==> src/rtl/input_panel.sv <==
`default_nettype none
// ============================================================================
// Module   : input_panel
// Brief    : Five-button front-panel controller producing a committed one-hot
//            motor selection and a three-digit BCD target value.
// Revision : 1.0 - initial release
// ============================================================================
module input_panel #(
  parameter int SYNC_STAGES = 2
) (
  input  logic       sysclk,
  input  logic       rst,
  input  logic       Left,
  input  logic       Right,
  input  logic       Up,
  input  logic       Down,
  input  logic       Enter,
  output logic [3:0] TValue0,
  output logic [3:0] TValue1,
  output logic [3:0] TValue2,
  output logic [5:0] Motor
);

  localparam int c_NBTN  = 5;
  localparam int c_ENTER = 4;
  localparam int c_LEFT  = 3;
  localparam int c_RIGHT = 2;
  localparam int c_UP    = 1;
  localparam int c_DOWN  = 0;

  localparam logic [1:0] c_NUM_MOTOR = 2'd0;
  localparam logic [1:0] c_NUM_ONES  = 2'd1;
  localparam logic [1:0] c_NUM_TENS  = 2'd2;
  localparam logic [1:0] c_NUM_HUND  = 2'd3;

  logic [c_NBTN-1:0]             w_btn;
  logic [SYNC_STAGES*c_NBTN-1:0] r_sync;
  logic [c_NBTN-1:0]             r_hist;
  logic [c_NBTN-1:0]             w_last;
  logic [c_NBTN-1:0]             w_press;

  logic [5:0] r_motor, w_motor_nxt;
  logic [5:0] r_cache, w_cache_nxt;
  logic [1:0] r_num,   w_num_nxt;
  logic [3:0] r_d0,    w_d0_nxt;
  logic [3:0] r_d1,    w_d1_nxt;
  logic [3:0] r_d2,    w_d2_nxt;
  logic [3:0] w_cur;
  logic [3:0] w_cur_nxt;
  logic       w_dig_we;

  function automatic logic [3:0] bcd_inc(input logic [3:0] d);
    return (d >= 4'd9) ? 4'd0 : d + 4'd1;
  endfunction

  function automatic logic [3:0] bcd_dec(input logic [3:0] d);
    return (d == 4'd0) ? 4'd9 : d - 4'd1;
  endfunction

  assign w_btn = {Enter, Left, Right, Up, Down};

  // Stage 0 occupies the low slice; the oldest sample sits at the top.
  always_ff @(posedge sysclk or negedge rst) begin
    if (!rst) begin
      r_sync <= '0;
      r_hist <= '0;
    end else begin
      r_sync <= {r_sync[(SYNC_STAGES-1)*c_NBTN-1:0], w_btn};
      r_hist <= w_last;
    end
  end

  assign w_last  = r_sync[SYNC_STAGES*c_NBTN-1 -: c_NBTN];
  assign w_press = w_last & ~r_hist;

  // State register
  always_ff @(posedge sysclk or negedge rst) begin
    if (!rst) begin
      r_motor <= 6'b000000;
      r_cache <= 6'b000001;
      r_num   <= c_NUM_MOTOR;
      r_d0    <= 4'd0;
      r_d1    <= 4'd0;
      r_d2    <= 4'd0;
    end else begin
      r_motor <= w_motor_nxt;
      r_cache <= w_cache_nxt;
      r_num   <= w_num_nxt;
      r_d0    <= w_d0_nxt;
      r_d1    <= w_d1_nxt;
      r_d2    <= w_d2_nxt;
    end
  end

  always_comb begin
    w_cur = 4'd0;
    case (r_num)
      c_NUM_ONES: w_cur = r_d0;
      c_NUM_TENS: w_cur = r_d1;
      c_NUM_HUND: w_cur = r_d2;
      default:    w_cur = 4'd0;
    endcase
  end

  // Single action per clock, highest-priority pulse wins.
  always_comb begin
    w_motor_nxt = r_motor;
    w_cache_nxt = r_cache;
    w_num_nxt   = r_num;
    w_cur_nxt   = w_cur;
    w_dig_we    = 1'b0;
    if (w_press[c_ENTER]) begin
      w_motor_nxt = r_cache;
    end else if (w_press[c_LEFT]) begin
      w_num_nxt = r_num - 2'd1;
    end else if (w_press[c_RIGHT]) begin
      w_num_nxt = r_num + 2'd1;
    end else if (w_press[c_UP]) begin
      if (r_num == c_NUM_MOTOR) begin
        w_cache_nxt = {r_cache[4:0], r_cache[5]};
      end else begin
        w_cur_nxt = bcd_inc(w_cur);
        w_dig_we  = 1'b1;
      end
    end else if (w_press[c_DOWN]) begin
      if (r_num == c_NUM_MOTOR) begin
        w_cache_nxt = {r_cache[0], r_cache[5:1]};
      end else begin
        w_cur_nxt = bcd_dec(w_cur);
        w_dig_we  = 1'b1;
      end
    end
  end

  always_comb begin
    w_d0_nxt = r_d0;
    w_d1_nxt = r_d1;
    w_d2_nxt = r_d2;
    if (w_dig_we) begin
      case (r_num)
        c_NUM_ONES: w_d0_nxt = w_cur_nxt;
        c_NUM_TENS: w_d1_nxt = w_cur_nxt;
        c_NUM_HUND: w_d2_nxt = w_cur_nxt;
        default:    w_d0_nxt = r_d0;
      endcase
    end
  end

  // Outputs
  assign Motor   = r_motor;
  assign TValue0 = r_d0;
  assign TValue1 = r_d1;
  assign TValue2 = r_d2;

endmodule
`default_nettype wire

==> config.mk <==
export PLATFORM = sky130hd
export DESIGN_NAME = input_panel
export DESIGN_NICKNAME = d
export VERILOG_FILES = /design/src/rtl/input_panel.sv
export SDC_FILE = /design/constraint.sdc
export NUM_CORES = 1
export LEC_CHECK = 0
export BUFFER_PORTS_ARGS = -buffer_cell sky130_fd_sc_hd__buf_2
export CORE_UTILIZATION = 60
export CTS_CLUSTER_SIZE = 10
export DETAILED_ROUTE_END_ITERATION = 12
export PLACE_DENSITY_LB_ADDON = 0.12
export RECOVER_POWER = 25
export SLEW_MARGIN = 30
export SYNTH_ARGS = -nofsm -noshare
export SYNTH_HDL_FRONTEND = slang
export SYNTH_SLANG_ARGS = --single-unit
==> constraint.sdc <==
create_clock -name sysclk -period 7.2 [get_ports sysclk]
set_input_delay 0.36 -clock sysclk [delete_from_list [all_inputs] [get_ports sysclk]]
set_output_delay 0.36 -clock sysclk [all_outputs]
set_load 0.01 [all_outputs]
; Word-level counts from Yosys, hierarchy flattened
; Cells that the tools add are included.
[word_totals]
regBits = 41
word_cells = 52
input_bits = 7
[classes]
reduce_logical = 9
n_eq_ne = 3
order_cmp = 1
n_addsub = 4
mux = 22
bitwise = 5
[op_table]
columns = op, n
row1 = 4-bit 2-to-1 mux, 9
row2 = 6-bit 2-to-1 mux, 4
row3 = 4-bit one-hot mux with 3 select lines, 1
row4 = 2-bit AND reduction, 4
row5 = 1-bit 2-to-1 mux, 6
row6 = 5-bit bitwise AND, 1
row7 = 5-bit NOT, 1
row8 = 5-bit AND reduction, 1
row9 = "4-bit by 1-bit adder with 4-bit output, second input constant", 1
row10 = "2-bit == test, second input constant", 2
row11 = "4-bit greater-or-equal comparator, second input constant", 1
row12 = 4-bit zero test, 1
row13 = 2-bit 2-to-1 mux, 2
row14 = 2-bit nonzero test, 2
row15 = "4-bit by 1-bit subtractor with 4-bit output, second input constant", 1
row16 = 1-bit NOT, 3
row17 = "2-bit by 1-bit adder with 2-bit output, second input constant", 1
row18 = "2-bit by 1-bit == test with 1-bit output, second input constant", 1
row19 = 2-bit zero test, 1
row20 = "2-bit by 1-bit subtractor with 2-bit output, second input constant", 1

; Logic depth before layout (Yosys ltp)
; Gate-level depths: netlist of run 1.
[logic_depth]
ltp_word = 10
mapped_depth = 11
mapped_depth_nobuf = 11

; Least setup slack after synthesis of run 1
; No wires, ideal clock.
[synth_timing]
path_type = flip-flop to flip-flop
from = reg r_num[0]
to = reg r_d0[0], in the netlist TValue0[0]
path_slack_ns = 4.713
arrival_ns = 2.362
path_buffers = 0
synth_period_minus_slack_ns = 2.487
t_required_ns = 7.075
path_stages_with_launch = 11
path_cell_list = dfrtp_1 -> inv_1 -> ha_1 -> a222oi_1 -> or2_2 -> ha_1 -> inv_1 -> a311o_2 -> o21bai_1 -> a21oi_2 -> mux2_2
[synth_between]
elab_chain_cells = 10
word_cells_on_any_way = 25
classes_between = add/sub (2) / order compare (1) / eq/ne (3) / mux (16) / reduce/logical (3)
[synth_lines]
columns = element, line_no
row1 = "start, declared", 44  ; logic [1:0] r_num, w_num_nxt;
row2 = "start signal, assigned", 81  ; r_num <= c_NUM_MOTOR;
row3 = "start signal, assigned", 88  ; r_num <= w_num_nxt;
row4 = 2-bit == test / 2-bit by 1-bit == test with 1-bit output (equally long branches), "97, 140"
row5 = 4-bit one-hot mux with 3 select lines, 97  ; case (r_num)
row6 = 4-bit by 1-bit subtractor with 4-bit output / 4-bit zero test (equally long branches), 57  ; return (d == 4'd0) ? 4'd9 : d - 4'd1;
row7 = 4-bit 2-to-1 mux, 57
row8 = 4-bit 2-to-1 mux, 126  ; if (r_num == c_NUM_MOTOR) begin
row9 = 4-bit 2-to-1 mux, 125  ; end else if (w_press[c_DOWN]) begin
row10 = 4-bit 2-to-1 mux, 118  ; end else if (w_press[c_UP]) begin
row11 = 4-bit 2-to-1 mux, 116  ; end else if (w_press[c_RIGHT]) begin
row12 = 4-bit 2-to-1 mux, 114  ; end else if (w_press[c_LEFT]) begin
row13 = 4-bit 2-to-1 mux, 112  ; if (w_press[c_ENTER]) begin
row14 = "end signal, assigned", 89  ; r_d0 <= w_d0_nxt;
row15 = "end, declared", 45  ; logic [3:0] r_d0, w_d0_nxt;
; Several ways; a longest one is shown, not always the timed one.
; A chain may end at the register's enable or synchronous reset.

; Final worst setup path of run 1
[layout_timing]
from = reg r_num[0]
to = reg r_d2[0], in the netlist TValue2[0]
[layout_between]
elab_chain_cells = 10
word_cells_on_any_way = 25
classes_between = add/sub (2) / order compare (1) / eq/ne (3) / mux (16) / reduce/logical (3)
[layout_lines]
columns = element, line_no
row1 = "2-bit == test, or another cell as far along", "97, 140"
row2 = 4-bit one-hot mux with 3 select lines, 97
row3 = 4-bit by 1-bit subtractor with 4-bit output / 4-bit zero test (equally long branches), 57
row4 = 4-bit 2-to-1 mux, 57
row5 = 4-bit 2-to-1 mux, 126
row6 = 4-bit 2-to-1 mux, 125
row7 = 4-bit 2-to-1 mux, 118
row8 = 4-bit 2-to-1 mux, 116
row9 = 4-bit 2-to-1 mux, 114
row10 = 4-bit 2-to-1 mux, 112
row11 = "end signal, assigned", 91  ; r_d2 <= w_d2_nxt;
row12 = "end, declared", 47  ; logic [3:0] r_d2, w_d2_nxt;
; Several ways; a longest one is shown, not always the timed one.

==> results of run 1 <==
-- layout make-up --
cell class	instances	area [µm²]	share of cell area [%]
clock buffer	5	37.5	1.80
clock inverter	3	21.3	1.02
inverter	7	26.3	1.26
multi-input combinational	122	791	38.0
sequential	41	1030	49.4
tap	31	38.8	1.86
timing repair buffer	27	139	6.67
-- repair_timing --
action	in CTS	in global routing
endpoints found under the setup margin	0	0
setup buffers	0	0
hold buffers	0	1
hold endpoints to repair	0	39
-- power groups by stage --
stage | combinational [W] | clock (W) | sequential (W)
2_1_floorplan | 0.000234 | 0 | 0.000374
3_3_place_gp | 0.000338 | 0 | 0.000363
3_5_place_dp | 0.000360 | 0 | 0.000364
4_1_cts | 0.000359 | 0.000120 | 0.000361
5_1_grt | 0.000411 | 0.000128 | 0.000373
6_report | 0.000366 | 0.000117 | 0.000362
-- worst paths after layout --
check / from / to / slack (ns) / depth (start not counted)
worst min register to register: r_sync[0]$_DFF_PN0_ / r_sync[5]$_DFF_PN0_ / 0.36 / 0
worst max register to register: r_num[0]$_DFFE_PN0P_ / TValue2[0]$_DFFE_PN0P_ / 4.35 / 10
worst max-delay path: r_num[0]$_DFFE_PN0P_ / TValue2[0]$_DFFE_PN0P_ / 4.35 / 10
worst min-delay path: Right / r_sync[2]$_DFF_PN0_ / 0.1 / 1
max in group asynchronous: rst / r_cache[3]$_DFFE_PN0P_ / 4.88 / 2
min in group asynchronous: rst / TValue0[2]$_DFFE_PN0P_ / 1.12 / 2
-- cell usage in the layout (no fill, tap or decap), types with 4 or more instances in the layout --
cell and count:
dfrtp_1 40, nand2_1 31, buf_2 23, nor2_1 15
a31oi_1 10, ha_1 8, inv_1 6, a21oi_1 6
mux2_2 6, nand2b_1 5, clkbuf_4 5, a222oi_1 4
nand3_1 4
-- logic make-up (layout without fill, tap and decap cells) --
family                     count (synthesis)  in the layout  synth area share, %
and+or+nand+nor                           73             73                 19.5
DFF                                       41             41                 55.0
AOI/OAI and AO/OA                         32             32                 12.3
buffers and inverters                     13             42                 2.74
adders and majority gates                  8              8                 5.35
muxes                                      8              8                 4.69
xor gates and xnor gates                   1              1                0.469
-- per-stage QoR --
| stage | setup slack (ns) | total power (W) | utilization (%) | cell area, µm² |
|---|---|---|---|---|
| after floorplan | 4.71 | 0.000608 | - | 1870 |
| after global placement | 4.55 | 0.000701 | 70.2 | 2000 |
| after detailed placement | 4.43 | 0.000724 | 70.2 | 2000 |
| after CTS | 4.39 | 0.000840 | 72.3 | 2060 |
| after global routing | 4.22 | 0.000912 | 72.9 | 2080 |
| final | 4.35 | 0.000844 | 72.9 | 2080 |
-- Yosys cell counts (2+ instances only) --
cell / number / area, µm²
a21oi_1: 6 / 30.0
a222oi_1: 4 / 40.0
a31oi_1: 10 / 62.6
buf_2: 2 / 10.0
clkbuf_1: 4 / 15.0
dfrtp_1: 40 / 1000
ha_1: 8 / 100
inv_1: 6 / 22.5
mux2_2: 6 / 67.6
mux2i_1: 2 / 20.0
nand2_1: 31 / 116
nand2b_1: 5 / 31.3
nand3_1: 4 / 20.0
nor2_1: 15 / 56.3
nor2b_1: 3 / 18.8
nor3_1: 2 / 10.0
nor3b_1: 3 / 22.5
nor4_2: 2 / 25.0
o31ai_1: 2 / 15.0
or2_2: 2 / 12.5
-- flip-flops by register name (all words and copies together) (netlist names) --
signal and flops:
r_sync 10, TValue2 4, r_num 2, r_hist 5, TValue0 4, TValue1 4, Motor 6, r_cache 6
-- routing by layer --
| layer | wire (µm) | GRT usage [%] | part of all wire, % | up-vias |
|---|---|---|---|---|
| li1 | - | - | - | 680 |
| met1 | 1670 | 36.4 | 46 | 688 |
| met2 | 1720 | 37.8 | 48 | 40 |
| met3 | 185 | 6.03 | 5.1 | 4 |
| met4 | 31 | 8.50 | 0.86 | 0 |
| met5 | 0 | 0 | 0 | - |
==> results.ini, run 1 <==
[status]
status = finished with violations
violations = design-rule violations, max-capacitance violations, max-slew violations

[power_and_ir_drop]
pwr_density_cell_mw_per_mm2 = 406
p_switching_w = 0.000348
pwr-share-comb_pct = 43.3
p_leak_nw = 0.992
irDropWorstVdd_v = 0.000259
p_int_w = 0.000496
p_clk_share_pct = 13.8
switching_share_pct = 41.2
seq_power_share_pct = 42.9

[floorplan]
dieArea_mm2 = 0.00334
initial_core_util_pct = 65.5
core_area_mm2 = 0.00285
ios = 25
die_width_um = 57.8
die_h_um = 57.8
rows = 19

[sta]
timing_hold_violations_final = 0
maxSlewHeadroom_pct = -39.1
fin_crit_ns = 2.85
fmax_mhz = 351
tightest_slew_ns = 2.09
setup_violations = 0
drv_slew = 42
hold_slack_ns = 0.0967
skew_ns = 0.00856
tns_ns = 0
finalCritPeriodShare_pct = 39.6
rsz0062_at_grt = false

[worst_setup_path]
critPathTopFamily = compound AO/OA/AOI/OAI gates
crit_path_max_fanout = 5
endpoint_kind = flop
path_cells = inv_1, ha_1, a222oi_1, or2_2, ha_1, inv_1, a311o_2, o21bai_1, a21oi_2, mux2_2
required_ns = 7.46
path_class = flop to flop
arrival_ns = 3.10
critPathMaxStageDelay_ns = 0.59
crit_path_top_delay_cell = a222oi_1
cp-start-kind = flop
cp_num_buf_inv = 2

[yosys]
netlist_area_mm2 = 0.00187
dominantRegCellSynth = dfrtp_1
ys_seq_area_share_pct = 55.0
avgSynthCellArea_um2 = 10.6
ys_warn_count = 0
synth_cell_types = 39
synth-seq-cells = 41
postSynthCellCount = 176
synth-edff-count = 0
syn_nets = 191
synthArstFlopShare_pct = 100

[global_route]
grt_pass1_vias = 1354
grt_pass1_wl_mm = 6.29
grt_overflow_total = 0
grt_max_degree = 42
grtUsageTotal_pct = 25.2
antenna_found_initial = 0

[flow_run]
drv_cap = 1

[cells_and_area]
final_nets = 219
area_growth_pct = 11.3
fin_cells = 236
drive_above_1_share_pct = 24.4
fillerInstances = 220
antenna_cells = 0

[cts]
cts_inserted_buffers = 5
cts_resized = 0
clock_latency_ns = 0.36
cts_tree = yes
clkTransAtPathRegs_ns = 0.12
clk_path_buf_depth = 2
cts_root_buffer = clkbuf_4
htree_num_levels = 2
clock-sinks = 41

[place]
port_buffers = 24
gp_congestion = 0.891
dp.final_hpwl_mm = 2.64
dp_cells = 225

[drt]
drtPass1Iterations = 10
route.detailed.drc = 1
drtAntennaViolNets = 0
drtIter0Drc = 97
via_count = 1412
vias_per_cell = 5.98
wirelength_mm = 3.61
routedWlPerCell_um = 15.3

[worst_hold_path]
min_path_type = primary input to flop

Power figures use the tool's default switching activity.
==> inputs of run 2 (changes only) <==
- CORE_UTILIZATION: 60 -> 51
- clock period: 7.2 -> 2.44 ns (I/O delays scaled with it)
==> run 2 against run 1 <==
The flow finishes with violations (negative setup slack). Critical path depth unchanged. Power rose to 3.4 times the previous value. Hold slack improved by 0.27 ns. Critical path type unchanged. Largest cell class unchanged.
==> results.ini, run 2 (same netlist as run 1, synthesis figures left out) <==
[cells_and_area]
top_register = r_sync
antenna_cells = 0
final_cell_area_mm2 = 0.00236
final_cell_mix = dfrtp_1 (38), nand2_1 (31), buf_2 (23), nor2_1 (15), buf_4 (15)
layout_commonest_cell = dfrtp_1
area_growth_pct = 26.4
final_nets = 238
largest_register_ffs = 10
drive_above_1_share_pct = 33.9

[sta]
tns_ns = -0.197
finalCritPeriodShare_pct = 103
tightest_slew_ns = 0.988
setup_violations = 6
maxSlewHeadroom_pct = 34.2
skew_ns = 0.00447
fmax_mhz = 400
fin_crit_ns = 2.50
drv_slew = 0
rsz0062_at_grt = true
hold_slack_ns = 0.362
setup_slack_ns = -0.0625
timing_hold_violations_final = 0

[global_route]
antenna_found_initial = 0
grt_pass1_vias = 1531
grt_overflow_total = 0
grt_pass1_wl_mm = 7.33
grtUsageTotal_pct = 24.6
grt_max_degree = 42

[drt]
drtIter0Drc = 105
drtAntennaViolNets = 0
wirelength_mm = 4.40
via_count = 1536
routedWlPerCell_um = 16.3
vias_per_cell = 5.69
route.detailed.drc = 0
drtPass1Iterations = 5

[worst_setup_path]
required_ns = 2.70
path_class = flop to flop
cp-start-kind = flop
reg2reg_setup_slack_ns = -0.06
arrival_ns = 2.76
endpoint_kind = flop
crit_path_max_fanout = 4

[floorplan]
core_area_mm2 = 0.00342
die_width_um = 62.5
initial_core_util_pct = 54.7
die_h_um = 62.5
rows = 21
ios = 25
dieArea_mm2 = 0.00391

[cts]
clkTransAtPathRegs_ns = 0.12
cts_root_buffer = clkbuf_4
cts_inserted_buffers = 5
cts_tree = yes
clk_path_buf_depth = 2
clock-sinks = 41
clock_latency_ns = 0.36
htree_num_levels = 2

[flow_run]
drv_cap = 0

[place]
dp.final_hpwl_mm = 2.88
gp_congestion = 0.913
port_buffers = 24
place_area_mm2 = 0.00211

[status]
status = finished with violations
violations = negative setup slack

[power_and_ir_drop]
p_leak_nw = 1.10
irDropWorstVdd_v = 0.000802
pwr_density_cell_mw_per_mm2 = 1220

[worst_hold_path]
min_path_type = flop to flop

-- run 2: cell types whose count changed in the layout (fill, tap and decap cells not counted), moves of 2 or more --
cell           delta
buf_4            +15
dfrtp_1           -2
dfrtp_2           +2
dlygate4sd3_1     +5
ha_1              -5
ha_4              +4
inv_1             -3
inv_2             +3
mux2_2            -3
mux2_4            +3
-- run 2: worst max-delay path: stages (launching register included) --
cell      delay [ns]
dfrtp_2         0.46
inv_2           0.11
ha_4            0.17
a222oi_1        0.10
or2_4           0.28
buf_4           0.15
ha_2            0.20
a311o_2         0.39
o21bai_1        0.16
a21oi_2         0.10
mux2_4          0.27
-- run 2: layout make-up --
type                    count  area, µm²
fillers                   260       1050
flip-flops and latches     41       1030
multi-input cells         122        862
repair buffers             46        304
well taps                  46       57.6
clock inverters             3       46.3
clock buffers               5       37.5
inverters                   7       26.3
-- run 2: worst paths after layout --
path                                       from                      to  cells past startpoint
setup / recovery           r_num[0]$_DFFE_PN0P_  TValue1[0]$_DFFE_PN0P_                     10
hold / removal              r_sync[3]$_DFF_PN0_     r_sync[8]$_DFF_PN0_                      0
setup reg to reg           r_num[0]$_DFFE_PN0P_  TValue1[0]$_DFFE_PN0P_                     10
hold reg to reg             r_sync[3]$_DFF_PN0_     r_sync[8]$_DFF_PN0_                      0
max in group asynchronous                   rst    r_num[1]$_DFFE_PN0P_                      2
min in group asynchronous                   rst  TValue1[3]$_DFFE_PN0P_                      2
-- run 2: layer usage --
layer,share of wire (%),vias to the layer above,GRT usage [%]
met2,47,71,38.7
met5,0,-,0
met3,7.2,14,7.12
met1,43,734,31.8
met4,2.2,0,10.5
li1,-,717,-
-- run 2: timing repair --
item                                    in CTS  in global routing
endpoints found under the setup margin       6                 12
setup buffers                                4                  1
endpoints found under the hold margin       45                  0
hold buffers                                 6                  0
resized for setup                           12                  3
pin swaps                                    3                  3
-- run 2: power by group --
part	switching, W	internal, W
clock network	0.000239	0.000217
registers	0.000208	0.000896
logic	0.000709	0.000623
-- run 2: metrics by stage --
step / setup WS [ns] / utilization [%] / std cells / total power [W]
after floorplan: 0.0410 / - / 176 / 0.00181
after global placement: 0.0772 / 61.9 / 251 / 0.00219
after detailed placement: -0.0437 / 61.9 / 251 / 0.00224
after CTS: -0.0296 / 68.7 / 269 / 0.00282
after global routing: -0.135 / 69.2 / 270 / 0.00306
final: -0.0625 / 69.2 / 270 / 0.00289
==> inputs of run 3 (changes only) <==
- CORE_MARGIN: unset -> 2
==> run 3 against run 2 <==
The run still ends with negative setup slack left. Count of clock-buffer cells in the layout did not move. Clock skew rose by 0.018 ns. Register-to-register slack got worse by 0.19 ns. Combinational power rose by 14%. Flip-flop and latch count did not move. Non-clock buffer count rose by 7. Global-route usage fell by 2.0 points. Design area rose by 6.2%. Sequential share of layout area fell by 2.6 points. Die area rose by 6.5%. Critical path depth did not move. Critical endpoint unchanged. Highest routed layer unchanged.
==> results.ini, run 3 (same netlist as run 1, synthesis figures left out) <==
[status]
status = finished with violations
violations = negative setup slack

[sta]
fmax_mhz = 371
rsz0062_at_grt = true
maxSlewHeadroom_pct = 32.5
tns_ns = -1.50
drv_slew = 0
skew_ns = 0.0227
fin_crit_ns = 2.69
hold_slack_ns = 0.359
finalCritPeriodShare_pct = 110
setup_violations = 10
tightest_slew_ns = 1.01
timing_hold_violations_final = 0
setup_slack_ns = -0.252

[power_and_ir_drop]
seq_power_share_pct = 34.7
total_power_w = 0.00319
p_leak_nw = 1.14
p_clk_share_pct = 17.5
switching_share_pct = 39.0
p_switching_w = 0.00125
pwr_density_cell_mw_per_mm2 = 1270
p_int_w = 0.00195
pwr-share-comb_pct = 47.8
irDropWorstVdd_v = 0.000780

[worst_setup_path]
critPathMaxStageDelay_ns = 0.47
path_cells = inv_2, ha_4, a222oi_1, or2_4, ha_4, inv_2, a311o_2, o21bai_1, a21oi_2, mux2_4
path_class = flop to flop
cp-start-kind = flop
crit_path_top_delay_cell = dfrtp_1
crit_path_max_fanout = 5
required_ns = 2.67
endpoint_kind = flop
arrival_ns = 2.93

[global_route]
grt_overflow_total = 0
grt_pass1_wl_mm = 7.11
antenna_found_initial = 0
grtUsageTotal_pct = 22.6
grt_pass1_vias = 1465
grt_max_degree = 42

[cells_and_area]
final_cell_mix = dfrtp_1 (39), nand2_1 (31), buf_2 (23), buf_4 (22), nor2_1 (15)
multi_input_area_um2 = 935
final_nets = 245
area_growth_pct = 34.3
top_register = r_sync
antenna_cells = 0
drive_above_1_share_pct = 39.4
largest_register_ffs = 10
seq_area_mm2 = 0.00103
layout_commonest_cell = dfrtp_1
final_cell_area_mm2 = 0.00251
fillerInstances = 234
fin_cells = 277

[cts]
clk_path_buf_depth = 2
cts_tree = yes
cts_inserted_buffers = 5
cts_root_buffer = clkbuf_4
clock_latency_ns = 0.36
htree_num_levels = 2
clock-sinks = 41
clkTransAtPathRegs_ns = 0.13

[drt]
drtIter0Drc = 134
route.detailed.drc = 0
vias_per_cell = 5.67
via_count = 1570
drtAntennaViolNets = 0
wirelength_mm = 4.66
drtPass1Iterations = 5
routedWlPerCell_um = 16.8

[worst_hold_path]
min_path_type = flop to flop

[flow_run]
drv_cap = 0

[place]
gp_congestion = 0.836
dp.final_hpwl_mm = 2.83
place_area_mm2 = 0.00211
port_buffers = 24
dp_cells = 251

[floorplan]
ios = 25
dieArea_mm2 = 0.00417
rows = 21
die_width_um = 64.5
initial_core_util_pct = 54.7
core_area_mm2 = 0.00342
die_h_um = 64.5

==> run 3: cell types whose count changed in the layout (fill, tap and decap cells not counted), sizes merged <==
cell,delta
clkinvlp,-1
buf,+7
inv,+1
clkinv,-1
bufinv,+1
==> run 3: worst paths after layout <==
| kind | startpoint | cells after the start | to | slack (ns) |
|---|---|---|---|---|
| hold / removal | r_sync[2]$_DFF_PN0_ | 0 | r_sync[7]$_DFF_PN0_ | 0.36 |
| max in group asynchronous | rst | 2 | r_num[1]$_DFFE_PN0P_ | 1.29 |
| hold reg to reg | r_sync[2]$_DFF_PN0_ | 0 | r_sync[7]$_DFF_PN0_ | 0.36 |
| min in group asynchronous | rst | 2 | r_cache[1]$_DFFE_PN0P_ | 0.46 |
| setup reg to reg | r_num[0]$_DFFE_PN0P_ | 10 | TValue1[0]$_DFFE_PN0P_ | -0.25 |
| setup / recovery | r_num[0]$_DFFE_PN0P_ | 10 | TValue1[0]$_DFFE_PN0P_ | -0.25 |
==> run 3: layout make-up <==
type | count | area share [%]
Sequential cell | 41 | 41.0
Multi-Input combinational cell | 122 | 37.2
Timing Repair Buffer | 53 | 14.2
Clock inverter | 3 | 2.74
Tap cell | 46 | 2.29
Clock buffer | 5 | 1.50
Inverter | 7 | 1.05
==> run 3: timing repair <==
| item | 4_1_cts | 5_1_grt |
|---|---|---|
| setup buffers | 5 | 8 |
| resized for setup | 6 | 22 |
| endpoints found under the setup margin | 3 | 12 |
| endpoints found under the hold margin | 45 | 0 |
| hold buffers | 6 | 0 |
| pin swaps | 3 | 16 |
==> run 3: power by group through the flow <==
stage               combinational (W)  sequential, W  clock (W)
global placement              0.00110        0.00109          0
global route                  0.00167        0.00113   0.000602
finish                        0.00152        0.00111   0.000559
CTS                           0.00123        0.00110   0.000567
floorplan                    0.000702        0.00111          0
detailed placement            0.00114        0.00109          0
==> run 3: routing by layer <==
layer	up-vias	global-route usage, %	wire [µm]
li1	737	-	-
met5	-	0	0
met3	11	4.86	224
met4	0	9.57	82
met2	47	33.7	2310
met1	775	32.1	2040
==> run 3: critical path: cells and delay by family (launching register included) <==
kind,cells,cell delay (ns)
simple gates,1,0.24
compound gates,4,1.14
flops,1,0.47
fa+ha+maj,2,0.33
buf+inv,2,0.14
mux,1,0.27
==> run 3: metrics by stage <==
stage | setup WS (ns) | util [%]
2_1_floorplan | 0.0410 | -
5_1_grt | -0.303 | 73.5
3_3_place_gp | 0.0824 | 61.9
4_1_cts | 0.00712 | 68.9
3_5_place_dp | -0.0407 | 61.9
6_report | -0.252 | 73.5
